`src/rtl/serial_chunk_adder.sv`:
```
// serial_chunk_adder: adds WIDTH-bit operands CHUNK bits per clock, with a Start/Busy/Done handshake.
// Define SERIAL_CHUNK_ADDER_SUB_EN to add a Sub input that selects A + ~B + 1.
module serial_chunk_adder #(
  parameter int WIDTH = 16,
  parameter int CHUNK = 4
) (
  input  logic             Clk,
  input  logic             Reset,
  input  logic             Start,
  input  logic [WIDTH-1:0] A,
  input  logic [WIDTH-1:0] B,
  input  logic             Cin,
`ifdef SERIAL_CHUNK_ADDER_SUB_EN
  input  logic             Sub,
`endif
  output logic             Busy,
  output logic             Done,
  output logic [WIDTH-1:0] S,
  output logic             Cout,
  output logic             Overflow
);
  localparam int N  = WIDTH / CHUNK;
  localparam int CW = N > 1 ? $clog2(N) : 1;
  typedef enum logic [1:0] {IDLE, ADD, DONE} state_t;
  state_t state, state_nx;
  logic [WIDTH-1:0] a_r, b_r, partial, full, b_in;
  logic [CW-1:0] cnt;
  logic [CHUNK:0] chunk_sum;
  logic carry, c_in, last, accept;
`ifdef SERIAL_CHUNK_ADDER_SUB_EN
  assign b_in = Sub ? ~B : B;
  assign c_in = Sub ? 1'b1 : Cin;
`else
  assign b_in = B;
  assign c_in = Cin;
`endif
  assign last   = cnt == CW'(N - 1);
  assign accept = Start && state != ADD;
  always_comb begin
    chunk_sum = {1'b0, a_r[cnt*CHUNK +: CHUNK]} + {1'b0, b_r[cnt*CHUNK +: CHUNK]} + (CHUNK+1)'(carry);
    full = partial;
    full[cnt*CHUNK +: CHUNK] = chunk_sum[CHUNK-1:0];
  end
  always_ff @(posedge Clk or posedge Reset)
    if (Reset) state <= IDLE;
    else state <= state_nx;
  always_comb begin
    state_nx = state;
    Busy = state == ADD;
    Done = state == DONE;
    if (state == ADD) state_nx = last ? DONE : ADD;
    else state_nx = Start ? ADD : IDLE;
  end
  // Overflow: the carry into the MSB is recovered as a^b^s at that bit.
  always_ff @(posedge Clk or posedge Reset)
    if (Reset) begin
      a_r <= '0;
      b_r <= '0;
      carry <= 1'b0;
      cnt <= '0;
      partial <= '0;
      S <= '0;
      Cout <= 1'b0;
      Overflow <= 1'b0;
    end else if (accept) begin
      a_r <= A;
      b_r <= b_in;
      carry <= c_in;
      cnt <= '0;
      partial <= '0;
    end else if (state == ADD) begin
      partial <= full;
      carry <= chunk_sum[CHUNK];
      cnt <= last ? '0 : cnt + CW'(1);
      if (last) begin
        S <= full;
        Cout <= chunk_sum[CHUNK];
        Overflow <= a_r[WIDTH-1] ^ b_r[WIDTH-1] ^ full[WIDTH-1] ^ chunk_sum[CHUNK];
      end
    end
endmodule

```
`config.mk`:
```
export PLATFORM = sky130hd
export DESIGN_NAME = serial_chunk_adder
export DESIGN_NICKNAME = d
export VERILOG_FILES = /design/src/rtl/serial_chunk_adder.sv
export SDC_FILE = /design/constraint.sdc
export NUM_CORES = 1
export LEC_CHECK = 0
export CAP_MARGIN = 15
export CORE_MARGIN = 8
export CORE_UTILIZATION = 46
export DETAILED_ROUTE_END_ITERATION = 10
export PLACE_DENSITY = 0.77
export REMOVE_ABC_BUFFERS = 1
export SLEW_MARGIN = 10
export SYNTH_ARGS = -nofsm -noshare
export SYNTH_HDL_FRONTEND = slang
export SYNTH_SLANG_ARGS = --single-unit
```
`constraint.sdc`:
```
create_clock -name Clk -period 3.5 [get_ports Clk]
set_input_delay 0.525 -clock Clk [delete_from_list [all_inputs] [get_ports Clk]]
set_output_delay 0.525 -clock Clk [all_outputs]
set_load 0.05 [all_outputs]
```
# Word-level counts from Yosys, hierarchy flattened
# Index checks and enable logic that the tools add are counted.
# Widths: inputs -> output; s select.
# word_totals
reg_bits	71
latch_bits	0
ramBits	0
romBits	0
inputBits	36
output_inout_bits	20
n_memories	0
# op_classes
n_addsub	4
n_mul	0
n_div	0
n_lt_le_gt_ge	0
n_eq_ne	4
n_shift	4
mux	11
n_bitwise	4
n_reduce_logical	3
# op_table
cell	n
$neg 4->34	1
$shift 4x34->16 const A	1
$shiftx 4x34->16	1
$mux 16	2
$shiftx 16x5->4	2
$bwmux 16	1
$mux 2	5
$add 4x4->5	1
$add 5x1->5	1
$eq 2x2->1 const B	2
$mux 1	3
$reduce_and 3->1	1
$xor 1x1->1	3
$add 2x1->2 const B	1
$eq 2x1->1 const B	1
$ne 2x1->1 const B	1
$reduce_bool 2->1	1
$logic_and 1x1->1	1
$not 1->1	1

# Longest topological paths before layout
# Gate-level depths: netlist of run 1.
# depth
depth_word	7
depth_mapped	10

# Worst setup path before layout of run 1
# Ideal clock, no wire load.
# synth_timing
path_kind	flip-flop to flip-flop
from	register cnt[0]
to	register Overflow
setup_ns	0.129
arrival_time_ns	2.469
required_ns	3.371
setup_slack_ns	0.903
stages_incl_launch_ff	11
n_path_buf	1
cell_sequence	dfrtp_1 -> buf_2 -> mux4_2 -> fa_1 -> inv_1 -> fa_1 -> nand2b_1 -> a21oi_1 -> xnor2_1 -> xnor2_1 -> o21ai_1
# synth_via
elab_chain_len	7
word_cells_on_any_way	12
# synth_lines
item	line	source
start, declared	27	logic [CW-1:0] cnt;
start signal, assigned	74	cnt <= last ? '0 : cnt + CW'(1);
$shiftx 16x5->4	40	chunk_sum = {1'b0, a_r[cnt*CHUNK +: CHUNK]} + {1'b0, b_r[cnt*CHUNK +: CHUNK]} + (CHUNK+1)'(carry);
$add 4x4->5	40	
$add 5x1->5	40	
$shiftx 4x34->16	42	full[cnt*CHUNK +: CHUNK] = chunk_sum[CHUNK-1:0];
$bwmux 16	42	
$xor 1x1->1 (2 in a row)	78	Overflow <= a_r[WIDTH-1] ^ b_r[WIDTH-1] ^ full[WIDTH-1] ^ chunk_sum[CHUNK];
end signal, assigned	78	
end, declared	20	output logic Overflow
# Parallel ways exist; a longest one is shown, timed or not.
# A chain may end at the register's enable or synchronous reset.

# Worst setup path in the final report of run 1
# Ends and elaborated chain as after synthesis.

==> impl_table.tex, run 1 <==
\begin{tabular}{lr}
\hline
Metric & Value \\
\hline
\multicolumn{2}{l}{\textbf{Hold path}} \\
\quad Min-delay src & S[14] \\
\quad Worst-case hold path end point & S[14] \\
\quad Min-Delay Path Class & flop to flop \\
\quad WHS Path Cells & 2 \\
\multicolumn{2}{l}{\textbf{Timing}} \\
\quad Setup repair after global routing missed its margin & no \\
\quad Final-report setup violation count & 0 \\
\quad Worst slew margin relative to its limit & 0.379 \\
\quad Final hold slack & $\sim$0.48 ns \\
\quad Final critical-path share of the clock period & 0.836 \\
\quad Final period demand of the worst path & 2.93 ns \\
\quad Worst slew pin tran & around 0.92 ns \\
\quad Achievable clock frequency & $\sim$340 MHz \\
\quad Number of pins with negative max-slew slack in the final report & 0 \\
\quad Setup tns final & 0 ns \\
\quad Final Hold Vio Count & 0 \\
\quad Layout Skew & just under 0.006 ns \\
\multicolumn{2}{l}{\textbf{Route}} \\
\quad Wire length per cell & 15.9 um \\
\quad Post-DRT Antenna Nets & 0 \\
\quad DRC & 0 \\
\quad Via count & approximately 2200 \\
\quad Wirelength, routed & $\sim$6.7 mm \\
\quad First DRT Iteration DRCs & 94 \\
\quad Drt first pass iters & 4 \\
\quad Post-DR vias/cell & 5.28 \\
\multicolumn{2}{l}{\textbf{Setup path}} \\
\quad Register-to-Register Setup Slack & between 0.5 and 0.6 ns \\
\quad Critical path endpoint category & flop \\
\quad Worst flop-to-flop path endpoint & Overflow \\
\quad CP Launch Type & flop \\
\quad Source of the worst register-to-register timing path & cnt[0] \\
\quad Type of the worst setup path & flop to flop \\
\quad Critical path peak fanout & 15 \\
\quad Worst EP arrival & 3.15 ns \\
\quad WP data required & approximately 3.7 ns \\
\quad Worst-case reg-to-reg path depth & 9 \\
\multicolumn{2}{l}{\textbf{Floorplan}} \\
\quad Num rows & 31 \\
\quad Total die area & slightly above 10000 um\^{}2 \\
\quad Effective utilization at floorplan & 0.463 \\
\quad Core box area & between 7000 and 8000 um\^{}2 \\
\quad Die Height & 100 um \\
\quad Chip Width & approximately 100 um \\
\quad Number of top-level pins & 56 \\
\multicolumn{2}{l}{\textbf{Clocking}} \\
\quad Sink count of the clock tree & around 70 \\
\quad Clock transition at the registers of the reported paths & approximately 0.070 ns \\
\quad Resize count post-CTS & 0 \\
\quad Post-CTS Hold Buffers & 0 \\
\quad Number of buffers added for setup after CTS & 0 \\
\quad Clock tree from TritonCTS & built \\
\quad TritonCTS buffer count & 9 \\
\quad Buffers from clock root to sink, at most & 2 \\
\quad Buffer cell driving the clock tree root & sky130\_fd\_sc\_hd\_\_clkbuf\_8 \\
\quad Worst-skew pair later-pin latency & between 0.3 and 0.4 ns \\
\quad H-Tree Depth & 3 \\
\multicolumn{2}{l}{\textbf{Logic synthesis}} \\
\quad Post-Syn Area & $\sim$3300 um\^{}2 \\
\quad Portion of synthesized cell area occupied by the leading cell type & 0.541 \\
\quad Flip-flop and latch count after synthesis & 71 \\
\quad Cells taking the most area after synthesis & sky130\_fd\_sc\_hd\_\_dfrtp\_1 (54\%), sky130\_fd\_sc\_hd\_\_mux2\_2 (12\%), sky130\_fd\_sc\_hd\_\_mux4\_2 (5.5\%), sky130\_fd\_sc\_hd\_\_ha\_1 (3.4\%), sky130\_fd\_sc\_hd\_\_o21ai\_0 (3.0\%) \\
\quad Number of instances in the synthesized netlist & 258 \\
\quad Avg Synthesized Cell Area & between 10 and 15 um\^{}2 \\
\quad Number of distinct library cells after synthesis & 34 \\
\quad Proportion of synthesized chip area in sequential cells & 0.541 \\
\quad Count of yosys warnings during synthesis & 0 \\
\quad Cell taking the most area after synthesis & sky130\_fd\_sc\_hd\_\_dfrtp\_1 \\
\multicolumn{2}{l}{\textbf{Final layout}} \\
\quad Growth of design area from synthesis to finish & 26.0\% \\
\quad Commonest non-fill, non-tap cell in the layout & sky130\_fd\_sc\_hd\_\_dfrtp\_1 \\
\quad Share of cells above drive strength 1 & 0.200 \\
\quad Register area & $\sim$1800 um\^{}2 \\
\quad Top library cells by usage in the layout, fill and taps aside & sky130\_fd\_sc\_hd\_\_dfrtp\_1 (71), sky130\_fd\_sc\_hd\_\_clkdlybuf4s50\_1 (55), sky130\_fd\_sc\_hd\_\_mux2\_2 (34), sky130\_fd\_sc\_hd\_\_nand2\_1 (20), sky130\_fd\_sc\_hd\_\_o21ai\_0 (20) \\
\quad Total area of multi-input combinational cells & 1400 um\^{}2 \\
\quad Filler Cells Inserted & around 600 \\
\quad Ant. Diodes & 0 \\
\quad Number of nets in the layout & approximately 360 \\
\multicolumn{2}{l}{\textbf{Global routing}} \\
\quad Number of global-route vias before repair & approximately 2400 \\
\quad Overall routing resource usage & 0.145 \\
\quad Pin count of the biggest net entering global routing & 38 \\
\quad Global-route wire length before repair & around 11 mm \\
\quad Global route total overflow & 0 \\
\quad Number of antenna violations at the first check in global routing & 0 \\
\multicolumn{2}{l}{\textbf{Placement}} \\
\quad Total half-perimeter wirelength after legalization and detailed placement & 4.99 mm \\
\quad Quantity of I/O buffers inserted on ports & 55 \\
\quad Final weighted congestion of routability-driven global placement & about 0.84 \\
\multicolumn{2}{l}{\textbf{Power and ir drop}} \\
\quad Max IR drop VDD & roughly 0.48 mV \\
\quad Leakage power summed over all cells & 1.76 nW \\
\quad Power per standard cell area & around 1100 nW/um\^{}2 \\
\multicolumn{2}{l}{\textbf{Outcome}} \\
\quad Status & completed \\
\multicolumn{2}{l}{\textbf{Job}} \\
\quad Maximum Capacitance Violations & 0 \\
\hline
\end{tabular}
==> layer usage <==
metal | share of wire | vias to the layer above | GRT usage | routed length, um
met2 | 0.48 | 78 | 0.226 | 3180
met3 | 0.075 | 15 | 0.0477 | 502
met1 | 0.42 | 1078 | 0.170 | 2810
met5 | 0 | - | 0 | 0
met4 | 0.026 | 0 | 0.0884 | 176
li1 | - | 1041 | - | -
==> kinds of logic (layout without fill, tap and decap cells) <==
logic type / Yosys count / count (layout) / synth area share
AND/OR/NAND/NOR: 43 / 43 / 0.0671
adder cells (fa/ha/maj): 11 / 11 / 0.0465
multiplexers: 43 / 43 / 0.175
flip-flops: 71 / 71 / 0.541
XOR/XNOR: 4 / 4 / 0.0107
buffers and inverters: 28 / 90 / 0.0335
AO/OA/AOI/OAI: 58 / 58 / 0.127
==> Yosys cell counts, drive strengths merged <==
master  count
o221ai      1
a21oi       5
nor2b       4
mux2i       1
o21a        1
buf         5
ha          9
and3        3
o21ai      21
and2        1
clkbuf      8
nand2b      3
mux2       34
nand2      20
a22o       11
nand3       1
mux4        8
nor2        6
a32o        4
xnor2       4
nor4b       2
a22oi      12
o31ai       2
o32ai       1
fa          2
dfrtp      71
or4b        1
or3         1
nor3        1
inv        15
==> cell type report <==
class                           count  share of cell area
Timing Repair Buffer               59               0.143
Tap cell                           99              0.0299
Clock inverter                      3              0.0103
Clock buffer                       13              0.0360
Multi-Input combinational cell    159               0.337
Inverter                           15              0.0136
Sequential cell                    71               0.429
==> stage by stage <==
step	power [mW]	std cells	setup WS (ns)	util	cell area, um^2
after floorplan	3.29	245	0.841	-	3230
after global placement	3.94	403	0.593	0.556	3950
after detailed placement	4.02	403	0.530	0.556	3950
after CTS	4.67	419	0.506	0.583	4140
after global routing	4.98	419	0.365	0.583	4140
final	4.63	419	0.575	0.583	4140
==> worst max path at each step <==
stage	start	to	slack, ns	cells past startpoint
6_report	cnt[0]	Overflow	0.57	9
5_1_grt	cnt[0]	Overflow	0.37	9
4_1_cts	cnt[0]	Overflow	0.51	9
3_5_place_dp	cnt[0]	Overflow	0.53	9
3_3_place_gp	cnt[0]	Overflow	0.59	9
2_1_floorplan	cnt[0]	Overflow	0.84	9
==> critical path, stage by stage, from the launching register on <==
cell                       delay [ns]
sky130_fd_sc_hd__dfrtp_1         0.79
sky130_fd_sc_hd__mux4_2          0.61
sky130_fd_sc_hd__fa_1            0.44
sky130_fd_sc_hd__inv_1           0.08
sky130_fd_sc_hd__fa_1            0.20
sky130_fd_sc_hd__nand2b_1        0.12
sky130_fd_sc_hd__a21oi_1         0.12
sky130_fd_sc_hd__xnor2_1         0.23
sky130_fd_sc_hd__xnor2_1         0.14
sky130_fd_sc_hd__o21ai_1         0.07
==> where the power goes <==
| part | total [mW] | internal (mW) | leakage [nW] | switching (mW) |
|---|---|---|---|---|
| logic | 2.55 | 1.06 | 0.759 | 1.48 |
| clock network | 0.639 | 0.348 | 0.0936 | 0.291 |
| registers | 1.45 | 1.19 | 0.905 | 0.253 |
==> sequential cells by signal, indices dropped and copies added (netlist names) <==
signal and cells:
b_r 16, Cout 1, S 16, a_r 16, carry 1, Overflow 1
partial 16, state 2, cnt 2
No activity file was read; power rests on OpenSTA's default activity.
==> inputs of run 2 (changes only) <==
- PLACE_DENSITY: 0.77 -> 0.8
- clock period: 3.5 -> 2.65 ns (I/O delays scaled with it)
==> impl_table.tex, run 2 (synthesized netlist as in run 1, its figures left out) <==
\begin{tabular}{lr}
\hline
Metric & Value \\
\hline
\multicolumn{2}{l}{\textbf{Setup path}} \\
\quad Critical path endpoint category & flop \\
\quad Worst EP arrival & $\sim$2.8 ns \\
\quad CP Launch Type & flop \\
\quad Register-to-Register Setup Slack & roughly 0.11 ns \\
\quad Worst-case reg-to-reg path depth & 6 \\
\quad Critical path peak fanout & 6 \\
\quad Type of the worst setup path & flop to flop \\
\quad Launch point of the worst path & cnt[0] \\
\quad WP data required & just under 3 ns \\
\quad Source of the worst register-to-register timing path & cnt[0] \\
\multicolumn{2}{l}{\textbf{Floorplan}} \\
\quad Number of top-level pins & 56 \\
\quad Die Height & roughly 100 um \\
\quad Chip Width & between 100 and 150 um \\
\quad Num rows & 31 \\
\quad Total die area & just over 10000 um\^{}2 \\
\quad Effective utilization at floorplan & 0.463 \\
\quad Core box area & between 7000 and 8000 um\^{}2 \\
\multicolumn{2}{l}{\textbf{Final layout}} \\
\quad Register area & between 1500 and 2000 um\^{}2 \\
\quad Top library cells by usage in the layout, fill and taps aside & sky130\_fd\_sc\_hd\_\_dfrtp\_1 (70), sky130\_fd\_sc\_hd\_\_clkdlybuf4s50\_1 (54), sky130\_fd\_sc\_hd\_\_mux2\_2 (34), sky130\_fd\_sc\_hd\_\_nand2\_1 (20), sky130\_fd\_sc\_hd\_\_o21ai\_0 (20) \\
\quad Share of cells above drive strength 1 & 0.242 \\
\quad Ant. Diodes & 0 \\
\quad Fin cells & about 430 \\
\quad Filler Cells Inserted & between 500 and 600 \\
\quad Growth of design area from synthesis to finish & 29.6\% \\
\quad Number of nets in the layout & 373 \\
\quad Total area of multi-input combinational cells & between 1000 and 1500 um\^{}2 \\
\quad Commonest non-fill, non-tap cell in the layout & sky130\_fd\_sc\_hd\_\_dfrtp\_1 \\
\multicolumn{2}{l}{\textbf{Placement}} \\
\quad Final weighted congestion of routability-driven global placement & approximately 0.86 \\
\quad Total half-perimeter wirelength after legalization and detailed placement & 5.03 mm \\
\quad Quantity of I/O buffers inserted on ports & 55 \\
\quad Placed Cells incl. Taps & a little over 400 \\
\multicolumn{2}{l}{\textbf{Clocking}} \\
\quad Worst-skew pair later-pin latency & between 0.3 and 0.4 ns \\
\quad TritonCTS buffer count & 9 \\
\quad H-Tree Depth & 3 \\
\quad Buffers from clock root to sink, at most & 2 \\
\quad Clock transition at the registers of the reported paths & roughly 0.080 ns \\
\quad Sink count of the clock tree & between 70 and 80 \\
\quad Buffer cell driving the clock tree root & sky130\_fd\_sc\_hd\_\_clkbuf\_8 \\
\quad Number of buffers added for setup after CTS & 0 \\
\quad Clock tree from TritonCTS & built \\
\multicolumn{2}{l}{\textbf{Route}} \\
\quad Wire length per cell & 15.6 um \\
\quad Wirelength, routed & around 6.7 mm \\
\quad DRC & 0 \\
\quad First DRT Iteration DRCs & 74 \\
\quad Drt first pass iters & 4 \\
\quad Post-DRT Antenna Nets & 0 \\
\quad Post-DR vias/cell & between 5 and 6 \\
\quad Via count & between 2000 and 2500 \\
\multicolumn{2}{l}{\textbf{Timing}} \\
\quad Final hold slack & between 0.4 and 0.5 ns \\
\quad Number of pins with negative max-slew slack in the final report & 0 \\
\quad Final-report setup violation count & 0 \\
\quad Final critical-path share of the clock period & 0.958 \\
\quad Setup tns final & 0 ns \\
\quad Worst slew pin tran & 0.627 ns \\
\quad Layout Skew & about 0.0098 ns \\
\quad Final Hold Vio Count & 0 \\
\quad Final period demand of the worst path & roughly 2.5 ns \\
\quad Achievable clock frequency & between 300 and 400 MHz \\
\quad Worst slew margin relative to its limit & 0.581 \\
\multicolumn{2}{l}{\textbf{Global routing}} \\
\quad Overall routing resource usage & 0.143 \\
\quad Number of global-route vias before repair & roughly 2500 \\
\quad Pin count of the biggest net entering global routing & 33 \\
\quad Global route total overflow & 0 \\
\quad Global-route wire length before repair & roughly 11 mm \\
\quad Number of antenna violations at the first check in global routing & 0 \\
\multicolumn{2}{l}{\textbf{Hold path}} \\
\quad Min-Delay Path Class & input port to async pin \\
\multicolumn{2}{l}{\textbf{Outcome}} \\
\quad Status & completed \\
\multicolumn{2}{l}{\textbf{Job}} \\
\quad Maximum Capacitance Violations & 0 \\
\hline
\end{tabular}
-- run 2: cell types whose count changed in the layout (fill, tap and decap cells not counted), sizes merged --
| cell | previous run | this run |
|---|---|---|
| buf | 4 | 16 |
| clkbuf | 13 | 10 |
| clkinvlp | 1 | 3 |
| bufinv | 1 | 2 |
| clkdlybuf4s50 | 55 | 54 |
| clkinv | 1 | 0 |
-- run 2: critical path, cell delays in order, from the launching register on --
cell                      delay (ns)
sky130_fd_sc_hd__dfrtp_2        0.49
sky130_fd_sc_hd__mux4_2         0.54
sky130_fd_sc_hd__fa_1           0.45
sky130_fd_sc_hd__inv_1          0.09
sky130_fd_sc_hd__fa_1           0.46
sky130_fd_sc_hd__nor2_2         0.24
sky130_fd_sc_hd__a22o_1         0.19
-- run 2: final timing paths --
check | to
worst max-delay path | partial[5]
worst min-delay path | b_r[5]
worst max register to register | partial[5]
worst min register to register | S[1]
max in group asynchronous | cnt[0]
min in group Clk | S[1]
-- run 2: what timing repair did --
item	4_1_cts	5_1_grt
pin swaps	0	1
setup endpoints to repair	4	5
gates resized for setup	1	2
hold buffers	0	0
cloned	0	0
endpoints found under the hold margin	0	0
-- run 2: cell type report --
cell class,instances,share of cell area
Multi-Input combinational cell,159,0.329
Tap cell,99,0.0291
Clock inverter,5,0.0194
Timing Repair Buffer,70,0.159
Clock buffer,10,0.0324
Inverter,15,0.0132
Sequential cell,71,0.418
-- run 2: per-stage QoR --
step           area, um^2  utilization  worst slack (ns)
2_1_floorplan        3230            -          -0.00883
3_3_place_gp         4030        0.567            0.0285
3_5_place_dp         4030        0.567            0.0112
4_1_cts              4250        0.598            0.0388
5_1_grt              4250        0.599          -0.00311
6_report             4250        0.599             0.111
-- run 2: layer usage --
metal,wire length [um],share of wire,up-vias,GRT usage
li1,-,-,1069,-
met1,2920,0.43,1112,0.161
met2,3280,0.49,59,0.242
met3,432,0.064,10,0.0566
met4,76,0.011,0,0.0500
met5,0,0,-,0
Power of run 2 is left out: the tool's default activity adds up to more than one toggle a clock period on the data nets, which glitch-free logic cannot reach.
